--- src/rtl/wheel_pwm_gen.sv ---
// wheel_pwm_gen
// ---------------------------------------------------------------------------
// Four-channel PWM generator for the side-wheel H-bridge driver pins.
// A prescaler divides clk by DIV to make PWM counts. PERIOD counts form one
// PWM period. Each channel's active duty is loaded only at the period
// boundary, so a command change in the middle of a period never produces a
// glitch pulse.
//
// Optional feature (compile-time macro WHEEL_RAMP_EN):
//   When defined, each active duty moves toward its target by at most STEP
//   counts per period (soft start / soft reversal).
//   When undefined, the active duty jumps to the target at every boundary.
//
// Parameters:
//   DIV     prescaler, one PWM count every DIV clocks (>= 1)
//   PERIOD  PWM counts per period (2..127); duty is in counts
//   STEP    max change of active duty per period when ramping (1..PERIOD)
//
// Ports:
//   clk           system clock
//   rst_n         synchronous reset, active-low
//   en            1 = run; 0 = outputs low, counters and active duties cleared
//   one_one       duty target, wheel 1 leg 1 (7 bit, saturates at PERIOD)
//   one_two       duty target, wheel 1 leg 2
//   two_one       duty target, wheel 2 leg 1
//   two_two       duty target, wheel 2 leg 2
//   pwm_one_one   PWM pin, wheel 1 leg 1
//   pwm_one_two   PWM pin, wheel 1 leg 2
//   pwm_two_one   PWM pin, wheel 2 leg 1
//   pwm_two_two   PWM pin, wheel 2 leg 2
//   period_start  one-clock pulse on the first clock of each new period
// ---------------------------------------------------------------------------
module wheel_pwm_gen #(
  parameter int DIV    = 50,
  parameter int PERIOD = 100,
  parameter int STEP   = 4
) (
  input  logic       clk,
  input  logic       rst_n,
  input  logic       en,
  input  logic [6:0] one_one,
  input  logic [6:0] one_two,
  input  logic [6:0] two_one,
  input  logic [6:0] two_two,
  output logic       pwm_one_one,
  output logic       pwm_one_two,
  output logic       pwm_two_one,
  output logic       pwm_two_two,
  output logic       period_start
);

  // A one-bit prescaler counter is kept even for DIV = 1; it then stays at 0
  // and every clock is a tick.
  localparam int               DIV_W    = (DIV > 1) ? $clog2(DIV) : 1;
  localparam logic [DIV_W-1:0] DIV_LAST = DIV_W'(DIV - 1);
  localparam logic [6:0]       CNT_LAST = 7'(PERIOD - 1);
  localparam logic [7:0]       PERIOD_8 = 8'(PERIOD);

  // Reject illegal configurations at elaboration time.
  if (DIV < 1 || PERIOD < 2 || PERIOD > 127 || STEP < 1 || STEP > PERIOD) begin : g_bad_cfg
    $error("wheel_pwm_gen: illegal DIV/PERIOD/STEP configuration");
  end

  // Target duty: input clamped to PERIOD. Computed in 8 bits; the result
  // never exceeds PERIOD (<= 127) so it fits back into 7 bits.
  function automatic logic [6:0] sat_target(input logic [6:0] duty);
    logic [7:0] d8;
    d8 = {1'b0, duty};
    if (d8 > PERIOD_8) begin
      d8 = PERIOD_8;
    end
    return d8[6:0];
  endfunction

`ifdef WHEEL_RAMP_EN
  localparam logic [7:0] STEP_8 = 8'(STEP);

  // Move the active duty toward the target by at most STEP. 8-bit
  // arithmetic: act + STEP <= 254 and the subtraction is floored at 0,
  // so neither direction can wrap.
  function automatic logic [6:0] ramp_duty(input logic [6:0] act,
                                           input logic [6:0] tgt);
    logic [7:0] a8;
    logic [7:0] t8;
    logic [7:0] up;
    logic [7:0] dn;
    logic [7:0] res;
    a8  = {1'b0, act};
    t8  = {1'b0, tgt};
    up  = a8 + STEP_8;
    dn  = (a8 > STEP_8) ? (a8 - STEP_8) : 8'd0;
    res = a8;
    if (t8 > a8) begin
      res = (up < t8) ? up : t8;
    end else if (t8 < a8) begin
      res = (dn > t8) ? dn : t8;
    end
    return res[6:0];
  endfunction
`endif

  logic [DIV_W-1:0] div_cnt_q, div_cnt_d;
  logic [6:0]       pwm_cnt_q, pwm_cnt_d;
  logic [3:0][6:0]  act_q, act_d;
  logic [3:0]       pwm_q, pwm_d;
  logic             period_start_q, period_start_d;

  logic             tick;
  logic             boundary;
  logic [3:0][6:0]  duty_in;

  // Channel order: 0 = one_one, 1 = one_two, 2 = two_one, 3 = two_two.
  assign duty_in  = {two_two, two_one, one_two, one_one};

  assign tick     = (div_cnt_q == DIV_LAST);
  assign boundary = tick && (pwm_cnt_q == CNT_LAST);

  always_comb begin
    div_cnt_d      = tick ? '0 : (div_cnt_q + DIV_W'(1));
    pwm_cnt_d      = pwm_cnt_q;
    act_d          = act_q;
    pwm_d          = '0;
    period_start_d = boundary;

    if (tick) begin
      pwm_cnt_d = (pwm_cnt_q == CNT_LAST) ? 7'd0 : (pwm_cnt_q + 7'd1);
    end

    // Duty targets are only looked at in the boundary clock.
    if (boundary) begin
      for (int i = 0; i < 4; i++) begin
`ifdef WHEEL_RAMP_EN
        act_d[i] = ramp_duty(act_q[i], sat_target(duty_in[i]));
`else
        act_d[i] = sat_target(duty_in[i]);
`endif
      end
    end

    // Compare uses the current count and duty; the pin follows one clock
    // later. act = 0 never matches, act = PERIOD always matches.
    for (int i = 0; i < 4; i++) begin
      pwm_d[i] = (pwm_cnt_q < act_q[i]);
    end

    // Disable overrides tick and boundary in the same clock.
    if (!en) begin
      div_cnt_d      = '0;
      pwm_cnt_d      = 7'd0;
      act_d          = '0;
      pwm_d          = '0;
      period_start_d = 1'b0;
    end
  end

  always_ff @(posedge clk) begin
    if (!rst_n) begin
      div_cnt_q      <= '0;
      pwm_cnt_q      <= 7'd0;
      act_q          <= '0;
      pwm_q          <= '0;
      period_start_q <= 1'b0;
    end else begin
      div_cnt_q      <= div_cnt_d;
      pwm_cnt_q      <= pwm_cnt_d;
      act_q          <= act_d;
      pwm_q          <= pwm_d;
      period_start_q <= period_start_d;
    end
  end

  assign pwm_one_one  = pwm_q[0];
  assign pwm_one_two  = pwm_q[1];
  assign pwm_two_one  = pwm_q[2];
  assign pwm_two_two  = pwm_q[3];
  assign period_start = period_start_q;

endmodule

--- config.mk ---
export PLATFORM = sky130hd
export DESIGN_NAME = wheel_pwm_gen
export DESIGN_NICKNAME = d
export VERILOG_FILES = /design/src/rtl/wheel_pwm_gen.sv
export SDC_FILE = /design/constraint.sdc
export NUM_CORES = 1
export LEC_CHECK = 0
export BUFFER_PORTS_ARGS = -buffer_cell sky130_fd_sc_hd__buf_2
export CAP_MARGIN = 25
export CORE_UTILIZATION = 45
export DETAILED_ROUTE_END_ITERATION = 6
export PLACE_DENSITY = 0.66
export SLEW_MARGIN = 20
export SYNTH_ARGS = -nofsm -noshare
export SYNTH_HDL_FRONTEND = slang
export SYNTH_SLANG_ARGS = --single-unit
--- constraint.sdc ---
create_clock -name clk -period 6.15 [get_ports clk]
set_input_delay 0.3075 -clock clk [delete_from_list [all_inputs] [get_ports clk]]
set_output_delay 0.3075 -clock clk [all_outputs]
set_load 0.01 [all_outputs]
==> summary by stage, run 1 <==
Hold path
In this run the most critical hold path is launched from two_two[5]. Counting instances, the worst hold path has a depth of 2. The endpoint of the worst hold-timing path is act_q[26]. The worst min-delay path category is primary input to flop.

Clock tree
In this run the number of H-tree levels came out at 2. The total CTS buffers is 5. The number of setup buffers added after CTS is 0.

For this design, the CTS-stage hold fixing added 0 buffers. Once the clock tree was built, the resizer swapped 0 gates to a different size. The TritonCTS clock tree is built. Clock-pin slew was measured on the worst setup and hold paths at 0.08 ns.

The clock network latency to the later pin of the worst-skew pair is 0.29 ns. In this run the deepest clock path goes through 2 buffers. The clock drives 46 sinks. The clock root buffer master is sky130_fd_sc_hd__clkbuf_8.

Route
The antenna violation net count after detailed routing is 0. Summed over all layers, the routed wires come to 4704 µm. Dividing the detail-routed via count by the number of cells gives 5.345. The average detailed-routed wire length per instance is 13.63 µm.

For this block, the initial DRC count from the detailed router was 128. In the routed design, unresolved DRC markers number 0. The first-pass detailed-route iteration total is 4. The routed via count is 1,844.

Global route
The total overflow left after global routing is 0. The number of antenna violations at the first check in global routing came to 0. The via count of the first global-routing pass is 1,749. Entering global routing, the biggest net connects 29 pins. The first-pass GRT wire length is 8148 µm.

In the global route stage, overall resource usage came out at 0.1980.

Timing
After routing, the total negative slack on setup checks comes to 0 ns. The post-layout minimum cycle time is 2.384 ns. The final worst setup slack is 3.766 ns. The worst slew slack as a fraction of its limit is 0.4860. The final count of pins violating max slew came to 0. The slew at the pin closest to its max-slew limit is 0.7606 ns. The highest achievable clock rate is 0.4195 GHz. The share of the clock period used by the worst path is 0.3876. Setup violations remaining at the end of the flow were counted as 0.

Setup repair after global routing left no endpoint under its margin. The count of endpoints failing hold in the final timing report is 0. The setup clock skew after layout is 0.005347 ns.

Yosys
The number of nets in the synthesized netlist is 298. Synthesis handed over a netlist of 240 instances. Sorting the synthesized cells by area gives the leading types as sky130_fd_sc_hd__dfxtp_1 (40%), sky130_fd_sc_hd__ha_1 (15%), sky130_fd_sc_hd__a22o_1 (9.1%). Yosys instantiated no cell more often than sky130_fd_sc_hd__dfxtp_1. For this run, the register share of the synthesized area comes to 0.3966.

The synthesized area per cell is 9.676 µm². The count of flip-flops with a built-in enable after synthesis is 0. The Yosys step of the flow raised 0 warnings. After synthesis, the most frequently instantiated cells are sky130_fd_sc_hd__dfxtp_1 (46), sky130_fd_sc_hd__ha_1 (27), sky130_fd_sc_hd__inv_1 (25). The number of unique standard cell types used by synthesis is 34. The mapped netlist covers 2322 µm². The cell accounting for the most synthesized area is sky130_fd_sc_hd__dfxtp_1. After synthesis the netlist holds a flip-flop and latch count of 46. The share of synthesized area in the top cell type comes to 0.3966.

The share of flip-flops with an asynchronous set or reset is 0. The most frequently used flop master after synthesis is sky130_fd_sc_hd__dfxtp_1.

Placed design
During placement, the flow inserted port buffers numbering 35. Prior to clock tree synthesis, the placed netlist has a worst setup slack of 3.760 ns. The instance area after placement is 2535 µm². The last weighted congestion value of the routability-driven placer is 0.7802. The HPWL after detailed placement is 3579 µm. The number of cells after detailed placement is 337.

Critical path
The category of the critical setup timing path is flop to flop. The total buffers and inverters traversed by the critical path is 0. The reg2reg setup slack is 3.77 ns.

The category of cells accounting for the largest share of critical-path delay is simple AND/OR/NAND/NOR gates. Data on the critical path is required at its endpoint by 6.39 ns. Among all stages on the critical path, the largest delay is contributed by sky130_fd_sc_hd__or4_1. The critical path depth in cells is 5. The data arrival at the endpoint of the critical path is 2.62 ns. The path depth of the worst reg2reg path is 5.

The most critical setup path has its startpoint at div_cnt_q[0]. The type of origin of the critical path is a flop. The largest driver fanout on the critical path is 17. The endpoint identified for the worst register-to-register timing path is act_q[21]. In this run the critical register-to-register path is launched from div_cnt_q[0]. The endpoint kind of the worst setup timing path is a flop. For this run, the slowest stage of the critical path takes 0.70 ns. The critical path goes through ha_1 > nand4bb_4 > or4_1 > nor2_2 > a32o_1.

Die
The starting density of the core is 0.4790. The die covers 5452 µm². The region available for standard cell placement spans 4848 µm². In this run the count of I/O pins placed on the die edge is 36. The die is 73.84 µm wide. The floorplan step set the die height to 73.84 µm.

The row count is 25.

Finish
In the final layout, the share of cells above drive strength 1 is 0.1691. The total number of nets in the final design is 335. The count of fill cells added during filler insertion is 456.

The synthesis-to-finish area growth is 13.90%. The post-route cell area is 2645 µm². Leaving out filler cells and counting taps, the final layout contains 345.

The antenna diode instance count is 0.

Power
The overall power after layout is 538.2 µW. The cell leakage power is 0.001073 µW. The peak ir drop on the vdd network is 0.09852 mV. Dividing total power by cell area gives a power density of 203.5 nW/µm².

Flow run
Max-cap violations in this run came to 0.

Run status
The flow ran to the end, and the final reports show no timing, DRC or antenna violations.
==> area by class of cell <==
| type | count | area, µm² | share of cell area |
|---|---|---|---|
| clock buffers | 8 | 110.1 | 0.04163 |
| inverters | 25 | 93.84 | 0.03548 |
| multi-input cells | 164 | 1261 | 0.4768 |
| flip-flops and latches | 46 | 920.9 | 0.3482 |
| well taps | 67 | 83.83 | 0.03169 |
| repair buffers | 35 | 175.2 | 0.06623 |
==> sequential cells by signal, summed over array words and instances, names as in the netlist <==
signal / cells
act_q: 28
pwm_cnt_q: 7
div_cnt_q: 6
pwm_q: 4
period_start: 1
==> where the power goes <==
part           total (µW)  internal [µW]  leakage (µW)  switching, µW
sequential            299            298      0.000371          0.590
clock                 211            114     0.0000575           97.7
combinational        28.4           11.5      0.000645           16.9
==> worst max path at each step <==
stage,end
5_1_grt,act_q[7]
6_report,act_q[21]
2_1_floorplan,act_q[16]
3_3_place_gp,act_q[7]
3_5_place_dp,act_q[7]
4_1_cts,act_q[7]
==> metrics by stage <==
stage                 util  hold slack [ns]
floorplan                -           0.4330
global placement    0.5228           0.4547
detailed placement  0.5228           0.4556
CTS                 0.5455           0.2339
global route        0.5455           0.2351
finish              0.5455           0.2435
==> per-layer routing <==
metal  global-route usage  vias up  part of all wire
met1               0.2694      860              0.49
li1                     -      949                 -
met5                    0        -                 0
met2               0.3078       29              0.47
met4              0.06197        0             0.011
met3              0.04801        6             0.028
==> cells by family (layout without fill, tap and decap cells) <==
kind of cell             after synthesis  count (layout)  synth area share
adder cells (fa/ha/maj)               27              27            0.1455
XOR/XNOR                              10              10           0.03771
AND/OR/NAND/NOR                       61              61            0.1374
AO/OA/AOI/OAI                         66              66            0.2225
flip-flops                            46              46            0.3966
buffers and inverters                 30              68           0.06034
==> placed cells by master, fill, tap and decap left out, types with 5 or more instances in the layout <==
cell type,Yosys,routed
sky130_fd_sc_hd__nor2_1,19,19
sky130_fd_sc_hd__xor2_1,5,5
sky130_fd_sc_hd__o21ai_0,5,5
sky130_fd_sc_hd__a21o_1,6,6
sky130_fd_sc_hd__buf_2,1,35
sky130_fd_sc_hd__inv_1,25,25
sky130_fd_sc_hd__a211oi_1,7,7
sky130_fd_sc_hd__dfxtp_1,46,46
sky130_fd_sc_hd__ha_1,27,27
sky130_fd_sc_hd__a22o_1,24,24
sky130_fd_sc_hd__nor3_1,5,5
sky130_fd_sc_hd__nand2_1,14,14
sky130_fd_sc_hd__xnor2_1,5,5
sky130_fd_sc_hd__clkbuf_8,0,8
sky130_fd_sc_hd__nand3_1,6,6
sky130_fd_sc_hd__a21oi_1,6,6
(Power assumes the default switching activity.)
==> run 2, diff against run 1 <==
--- a/config.mk
+++ b/config.mk
@@ -5,11 +5,12 @@
 export SDC_FILE = /design/constraint.sdc
 export NUM_CORES = 1
 export LEC_CHECK = 0
+export ABC_AREA = 1
 export BUFFER_PORTS_ARGS = -buffer_cell sky130_fd_sc_hd__buf_2
 export CAP_MARGIN = 25
 export CORE_UTILIZATION = 45
 export DETAILED_ROUTE_END_ITERATION = 6
-export PLACE_DENSITY = 0.66
+export PLACE_DENSITY = 0.65
 export SLEW_MARGIN = 20
 export SYNTH_ARGS = -nofsm -noshare
 export SYNTH_HDL_FRONTEND = slang
==> constraint.sdc (replaced) <==
create_clock -name clk -period 2.2 [get_ports clk]
set_input_delay 0.11 -clock clk [delete_from_list [all_inputs] [get_ports clk]]
set_output_delay 0.11 -clock clk [all_outputs]
set_load 0.01 [all_outputs]
==> summary by stage, run 2 <==
Run status
The run finished with clean final reports.

Route
The post-detailed-route via-to-cell ratio is 4.814. In this run, the number of DRC markers left after iteration 0 of detailed routing was 64. For this run, design rule violations remaining after detail routing come to 0. The first-pass detailed-route iteration total is 4. The average detailed-routed wire length per instance is 11.20 µm.

The routed via count is 2,118. Wires add up to 4928 µm. Once detail routing completed, the nets flagged for antenna violations numbered 0.

Timing
The setup TNS after final layout is 0 ns. The tightest hold path in the finished design has a slack of 0.03017 ns. In this run the tightest slew margin relative to its limit is 0.5936. The slew at the pin closest to its max-slew limit is 0.6089 ns.

Setup violations remaining at the end of the flow were counted as 0. For this run, the top clock speed supported by timing is 0.6131 GHz. Setup repair after global routing left no endpoint under its margin.

Clock skew on the completed layout was measured at 0.007733 ns. Subtracting the final worst setup slack from the clock period gives 1.631 ns. The count of endpoints failing hold in the final timing report is 0. The share of the clock period used by the worst path is 0.7414. The final count of pins violating max slew is 0.

Critical path
The data required time of the critical path is 2.44 ns. For this run, the slowest stage of the critical path takes 0.47 ns. Traced cell by cell, the critical path runs through ha_1 > nand2_1 > nor2_1 > nand2_1 > nor2_2 > buf_4 > nand3_1 > nand2_1. The worst register-to-register path ends at act_q[7]. The data arrival at the endpoint of the critical path is 1.87 ns. STA classifies the critical path endpoint as a flop. On the critical path, the stage with the largest delay is an instance of sky130_fd_sc_hd__dfxtp_1. The reg2reg setup slack is 0.57 ns.

The largest driver fanout on the critical path is 27. Together, buffers and inverters on the worst path number 1. The category of the critical setup timing path is flop to flop. The most numerous cell type found on the critical path is sky130_fd_sc_hd__nand2_1.

The launch instance of the worst register-to-register path is pwm_cnt_q[1]. The worst register-to-register path has a depth of 8. The cell family contributing the most delay on the critical path is simple AND/OR/NAND/NOR gates.

The worst setup path is launched from a flop.

Finish
The synthesis-to-finish area growth is 13.81%. The count of fill cells added during filler insertion is 534. The most common cell after layout, fill and taps aside is sky130_fd_sc_hd__nand2_1.

The total number of nets in the final design is 429. The largest registers in the layout are act_q (28), pwm_cnt_q (7), div_cnt_q (6). The top cell types in the final layout, fill and taps aside, are sky130_fd_sc_hd__nand2_1 (95), sky130_fd_sc_hd__dfxtp_1 (46), sky130_fd_sc_hd__inv_1 (45). The repair_antennas step left the layout with diodes totalling 0. The number of standard cells in the layout, taps in and fillers out is 440. The register with the most flip-flops in the layout has 28 of them. More flip-flops sit in one register than any other, and that register is act_q. In the final layout, the share of cells above drive strength 1 is 0.1297.

Die
The number of top-level design ports is 36. In this run the standard cell core region covers 5107 µm². The die covers 5592 µm². The initialized floorplan defines 26 standard-cell rows. The width of the die is 74.78 µm. The starting density of the core is 0.4667. The height of the die is 74.78 µm.

Hold path
The endpoint of the worst hold-timing path is act_q[19]. The number of cells on the worst hold path is 3. In this run the most critical hold path is launched from two_one[5]. The worst min-delay path category is primary input to flop.

Yosys
The most common cell in the synthesized netlist is sky130_fd_sc_hd__nand2_1. For this run, asynchronously set or reset flops after synthesis account for 0. The share of the yosys chip area belonging to registers is 0.3864.

The count of yosys warnings during synthesis is 0. The number of synthesized register bits is 46. The largest total area in the synthesized netlist belongs to sky130_fd_sc_hd__dfxtp_1.

For this run, the leading register cell type out of synthesis is sky130_fd_sc_hd__dfxtp_1. The number of unique standard cell types used by synthesis is 21. The share of the synthesized area in the top cell type is 0.3864.

The number of nets in the synthesized netlist is 390. Synthesis produced a netlist whose cell count is 332. The commonest cells after synthesis are sky130_fd_sc_hd__nand2_1 (95), sky130_fd_sc_hd__dfxtp_1 (46), sky130_fd_sc_hd__inv_1 (45).

Counting flops with a built-in enable in the synthesized netlist gives 0. In the post-synthesis netlist, the biggest area contributors are sky130_fd_sc_hd__dfxtp_1 (39%), sky130_fd_sc_hd__nand2_1 (15%), sky130_fd_sc_hd__ha_1 (14%). The area of the mapped netlist is 2384 µm². Dividing the synthesized area by the synthesized cell count gives 7.179 µm².

Clock tree
The total CTS buffers is 5. The clock drives 46 sinks. The TritonCTS clock tree is built. The number of gates resized after cts is 0. Clock-pin slew was measured on the worst setup and hold paths at 0.08 ns. The level count of the clock H-tree is 2. The maximum root-to-sink buffer count is 2. The clock root buffer master is sky130_fd_sc_hd__clkbuf_8. Once the clock tree was built, the setup fixing pass inserted 0 buffers.

The clock network latency to the later pin of the worst-skew pair is 0.29 ns. The number of hold buffers added after CTS is 0.

Placed design
The placed wire-length estimate after detailed placement is 3628 µm. In this run, placement finished with an instance count of 434. The number of port buffers is 35. At the end of routability-driven placement, the weighted congestion stood at 0.7735.

Global route
The overall global routing resource usage is 0.1934. The first global-routing pass estimated 8197 µm of wire. The number of antenna violations at the first check in global routing is 0. In the global route stage, met1 resource usage came out at 0.2434.

The total overflow left after global routing is 0. The via count of the first global-routing pass is 1,888. The met3 demand-to-capacity share in global routing is 0.03614. The met2 track utilization from global routing is 0.3363. In this run the most used layer during global routing was met2. Entering global routing, the biggest net connects 28 pins.

Power
Dividing total power by cell area gives a power density of 525.1 nW/µm². The cell leakage power is 0.001254 µW. IR analysis of the VDD net gives a maximum drop of 0.4188 mV.

Flow run
The tool flagged a number of max-cap violations equal to 0.
==> run 2: kinds of logic after synthesis <==
| kind of cell | after synthesis | share of synthesized area |
|---|---|---|
| flops | 46 | 0.3864 |
| fa+ha+maj | 27 | 0.1417 |
| xor+xnor | 2 | 0.007350 |
| compound gates | 38 | 0.08452 |
| buf+inv | 53 | 0.09186 |
| simple gates | 166 | 0.2882 |
==> run 2: area by class of cell <==
| class | instances | area, µm² | share of cell area |
|---|---|---|---|
| multi-input combinational | 233 | 1244 | 0.4585 |
| tap | 70 | 87.58 | 0.03229 |
| sequential | 46 | 920.9 | 0.3395 |
| timing repair buffer | 39 | 205.2 | 0.07565 |
| inverter | 46 | 172.7 | 0.06365 |
| clock buffer | 6 | 82.58 | 0.03044 |
==> run 2: worst max-delay path by stage <==
stage / startpoint / endpoint / slack (ns) / depth (start not counted)
floorplan: pwm_cnt_q[1] / act_q[0] / 0.85 / 9
global placement: pwm_cnt_q[1] / act_q[17] / 0.60 / 8
detailed placement: pwm_cnt_q[1] / act_q[13] / 0.58 / 8
CTS: pwm_cnt_q[1] / act_q[13] / 0.56 / 8
global route: pwm_cnt_q[1] / act_q[0] / 0.35 / 8
finish: pwm_cnt_q[1] / act_q[7] / 0.57 / 8
==> run 2: worst min-delay path, cell delays in order <==
cell	delay, ns
sky130_fd_sc_hd__buf_2	0.09
sky130_fd_sc_hd__nand2_1	0.04
sky130_fd_sc_hd__o21ai_0	0.05
==> run 2: per-layer routing <==
layer  wire length, µm  share of wire  vias to the layer above
li1                  -              -                     1139
met1              2411           0.49                      941
met2              2261           0.46                       36
met3               234          0.047                        2
met4                21         0.0043                        0
met5                 0              0                        -
==> run 2: where the power goes <==
| group | leakage [µW] | internal (µW) | total, µW | switching [µW] |
|---|---|---|---|---|
| Clock | 0.0000431 | 243 | 511 | 268 |
| Sequential | 0.000371 | 833 | 835 | 1.63 |
| Combinational | 0.000841 | 31.4 | 78.2 | 46.8 |
==> run 2: stage by stage <==
| step | instance area (µm²) | setup slack [ns] | total power (µW) | utilization |
|---|---|---|---|---|
| 2_1_floorplan | 2384 | 0.8506 | 891.3 | - |
| 3_3_place_gp | 2630 | 0.6012 | 931.3 | 0.5149 |
| 3_5_place_dp | 2630 | 0.5842 | 933.0 | 0.5149 |
| 4_1_cts | 2713 | 0.5564 | 1433 | 0.5311 |
| 5_1_grt | 2713 | 0.3512 | 1472 | 0.5311 |
| 6_report | 2713 | 0.5690 | 1424 | 0.5311 |
==> run 3, diff against run 2 <==
--- a/config.mk
+++ b/config.mk
@@ -10,7 +10,7 @@
 export CAP_MARGIN = 25
 export CORE_UTILIZATION = 45
 export DETAILED_ROUTE_END_ITERATION = 6
-export PLACE_DENSITY = 0.65
+export PLACE_DENSITY = 0.68
 export SLEW_MARGIN = 20
 export SYNTH_ARGS = -nofsm -noshare
 export SYNTH_HDL_FRONTEND = slang
==> constraint.sdc (replaced) <==
create_clock -name clk -period 1.3 [get_ports clk]
set_input_delay 0.065 -clock clk [delete_from_list [all_inputs] [get_ports clk]]
set_output_delay 0.065 -clock clk [all_outputs]
set_load 0.01 [all_outputs]
==> summary by stage, run 3 (synthesis results as in run 2) <==
Run status
The flow ran to the end, but the final reports show violations. The checks that failed: hold timing, setup timing.

Die
The overall die area is 5592 µm². The area inside the core boundary is 5107 µm². The row count is 26.

36 I/O pins were placed. Measured along the y axis, the die boundary spans 74.78 µm. The width of the die is 74.78 µm. The starting density of the core is 0.4667.

Route
The first-pass detailed-route iteration total is 4. In the final routed layout, each cell accounts on average for 12.87 µm. The routed via count is 2,428. The post-detailed-route via-to-cell ratio is 5.017. The detail route stage leaves a number of antenna-violating nets equal to 0. The number of violations reported at the end of detailed-routing iteration 0 is 101. The total detailed-routing wirelength is 6231 µm. The residual DRC count is 0.

Clock tree
The total CTS buffers is 5. The level count of the clock H-tree is 2. The clock network latency to the later pin of the worst-skew pair is 0.31 ns. Counting every sink on the clock net gives 46. TritonCTS built the clock tree. The clock-pin slew of the registers on the worst-case setup and hold paths is 0.09 ns. The root buffer cell chosen for the clock tree is sky130_fd_sc_hd__clkbuf_8. No sink is reached through more buffers than the 2 on the longest clock path.

Critical path
Walking the worst path, the cells encountered are inv_2 > ha_4 > nand2_4 > nor2_4 > nand2_4 > nor2_4 > buf_8 > nand3_1 > nand2_1. The data required time of the critical path is 1.56 ns. For this run, the slowest stage of the critical path takes 0.33 ns.

The highest-delay cell along the critical path is sky130_fd_sc_hd__dfxtp_2. The data arrival at the endpoint of the critical path is 1.64 ns. The type of origin of the critical path is a flop. The worst setup path is of the flop to flop kind. The category of cells accounting for the largest share of critical-path delay is simple AND/OR/NAND/NOR gates. Measured in cells, the most critical reg-to-reg path has a length of 9. The endpoint kind of the worst setup timing path is a flop. The largest driver fanout on the critical path is 15.

The critical path depth in cells is 9. The total buffers and inverters traversed by the critical path is 2.

Timing
The highest achievable clock rate is 0.7261 GHz. Setup slack on the critical path of the routed design comes to -0.07717 ns. Setup repair after global routing could not meet its margin everywhere.

Of the available clock period, the critical path in the final layout requires 1.059. Headroom to the max-slew limit came out at 0.8119. Setup violations remaining at the end of the flow were counted as 28. On the final layout, the worst hold slack is -0.001100 ns. The slew at the pin closest to its max-slew limit is 0.2815 ns. The final count of pins violating max slew is 0.

The count of endpoints failing hold in the final timing report was 1. The setup clock skew after layout is 0.008851 ns. The post-layout minimum cycle time is 1.377 ns.

Global route
The largest net degree at the start of global routing is 16. Summed over all layers, the global routing overflow is 0. The via count of the first global-routing pass is 2,150. The overall global routing resource usage is 0.2234. The first-pass GRT wire length is 9252 µm.

The number of antenna violations at the first check in global routing is 0.

Power
The switching power is 616.3 µW. The switching share of power is 0.2292. The portion of total power attributed to the clock network is 0.385. Of the total power, registers draw 0.525. The overall power after layout is 2689 µW. The internal cell power is 2072 µW.

The share of power burned in combinational logic is 0.090. For this design the ratio of total power to cell area is 778.3 nW/µm². The cell leakage power is 0.001553 µW. The peak ir drop on the vdd network is 0.6219 mV.

Hold path
The worst hold path was traced through 3 stages. The worst hold path belongs to the class primary input to flop.

Finish
The largest registers in the layout are act_q (28), pwm_cnt_q (7), div_cnt_q (6). The total number of nets in the final design is 471. The flip-flop count of the largest register after layout is 28. The register cell area after layout is 934.6 µm². The area occupied by multi-input gates is 1486 µm².

The most common cell after layout, fill and taps aside is sky130_fd_sc_hd__nand2_1. The antenna diode instance count is 0. In the final layout, the share of cells above drive strength 1 is 0.3116.

The most flop-heavy register is act_q. Leaving out fill and tap cells, the most frequent cells in the layout are sky130_fd_sc_hd__nand2_1 (82), sky130_fd_sc_hd__inv_1 (39), sky130_fd_sc_hd__dfxtp_1 (37). The count of fill cells added during filler insertion is 425.

Compared with the post-synthesis result, the final layout area differs by 44.93%.

Placed design
The last weighted congestion value of the routability-driven placer is 0.8157. The post-placement worst setup slack is -0.1047 ns. The placed wire-length estimate after detailed placement is 3818 µm. The number of port buffers is 35.

Flow run
The count of maximum capacitance violations is 0.
==> run 3: cell count changes in the layout (fill, tap and decap cells not counted), sizes merged <==
cell         delta
buf            +21
dlygate4sd3    +19
clkbuf          +4
clkinvlp        +1
inv             -1
==> run 3: final cells by class <==
type                            instances  share of cell area
Multi-Input combinational cell        233              0.4303
Sequential cell                        46              0.2706
Timing Repair Buffer                   81              0.1894
Inverter                               46             0.05252
Clock buffer                            8             0.03187
Tap cell                               70             0.02535
==> run 3: layer usage <==
layer  routed length [µm]  GRT usage  vias up
met2                 3170     0.3794       59
met4                  133    0.09434        0
met1                 2734     0.2777     1122
met5                    0          0        -
li1                     -          -     1232
met3                  193    0.04150       15
==> run 3: power groups by stage <==
stage / Combinational, µW / Clock (µW) / Sequential (µW)
floorplan: 62.3 / 0 / 1450
global placement: 145 / 0 / 1450
detailed placement: 148 / 0 / 1450
CTS: 211 / 1040 / 1410
global route: 264 / 1100 / 1410
finish: 243 / 1030 / 1410
==> run 3: what timing repair did <==
item | 4_1_cts | 5_1_grt
gates cloned | 1 | 2
pin swaps | 1 | 15
setup buffers | 3 | 3
hold endpoints to repair | 19 | 0
setup endpoints to repair | 45 | 40
hold buffers | 19 | 0
resized for setup | 18 | 66
==> run 3: path summary, 6_finish.rpt <==
check | from | endpoint | slack [ns]
worst max-delay path | div_cnt_q[1] | act_q[7] | -0.08
worst min-delay path | one_one[4] | act_q[4] | -0.001
worst max register to register | div_cnt_q[1] | act_q[7] | -0.08
worst min register to register | act_q[14] | act_q[14] | 0.45
==> run 3: through the flow <==
step | cells | util | setup TNS, ns | instance area, µm² | hold WS, ns
after global routing | 484 | 0.6764 | -3.526 | 3455 | 0.01322
final | 484 | 0.6764 | -1.393 | 3455 | -0.001100
after detailed placement | 452 | 0.5441 | -2.693 | 2779 | 0.2870
after global placement | 452 | 0.5441 | -0.9665 | 2779 | 0.2821
after CTS | 483 | 0.6205 | -0.1307 | 3169 | 0.003705
after floorplan | 332 | - | 0 | 2385 | 0.1777
==> run 3: worst register-to-register path, delay by kind of cell, from the launching register on <==
family	cells	cell delay, ns
fa+ha+maj	1	0.14
buf+inv	2	0.26
flops	1	0.33
simple gates	6	0.60
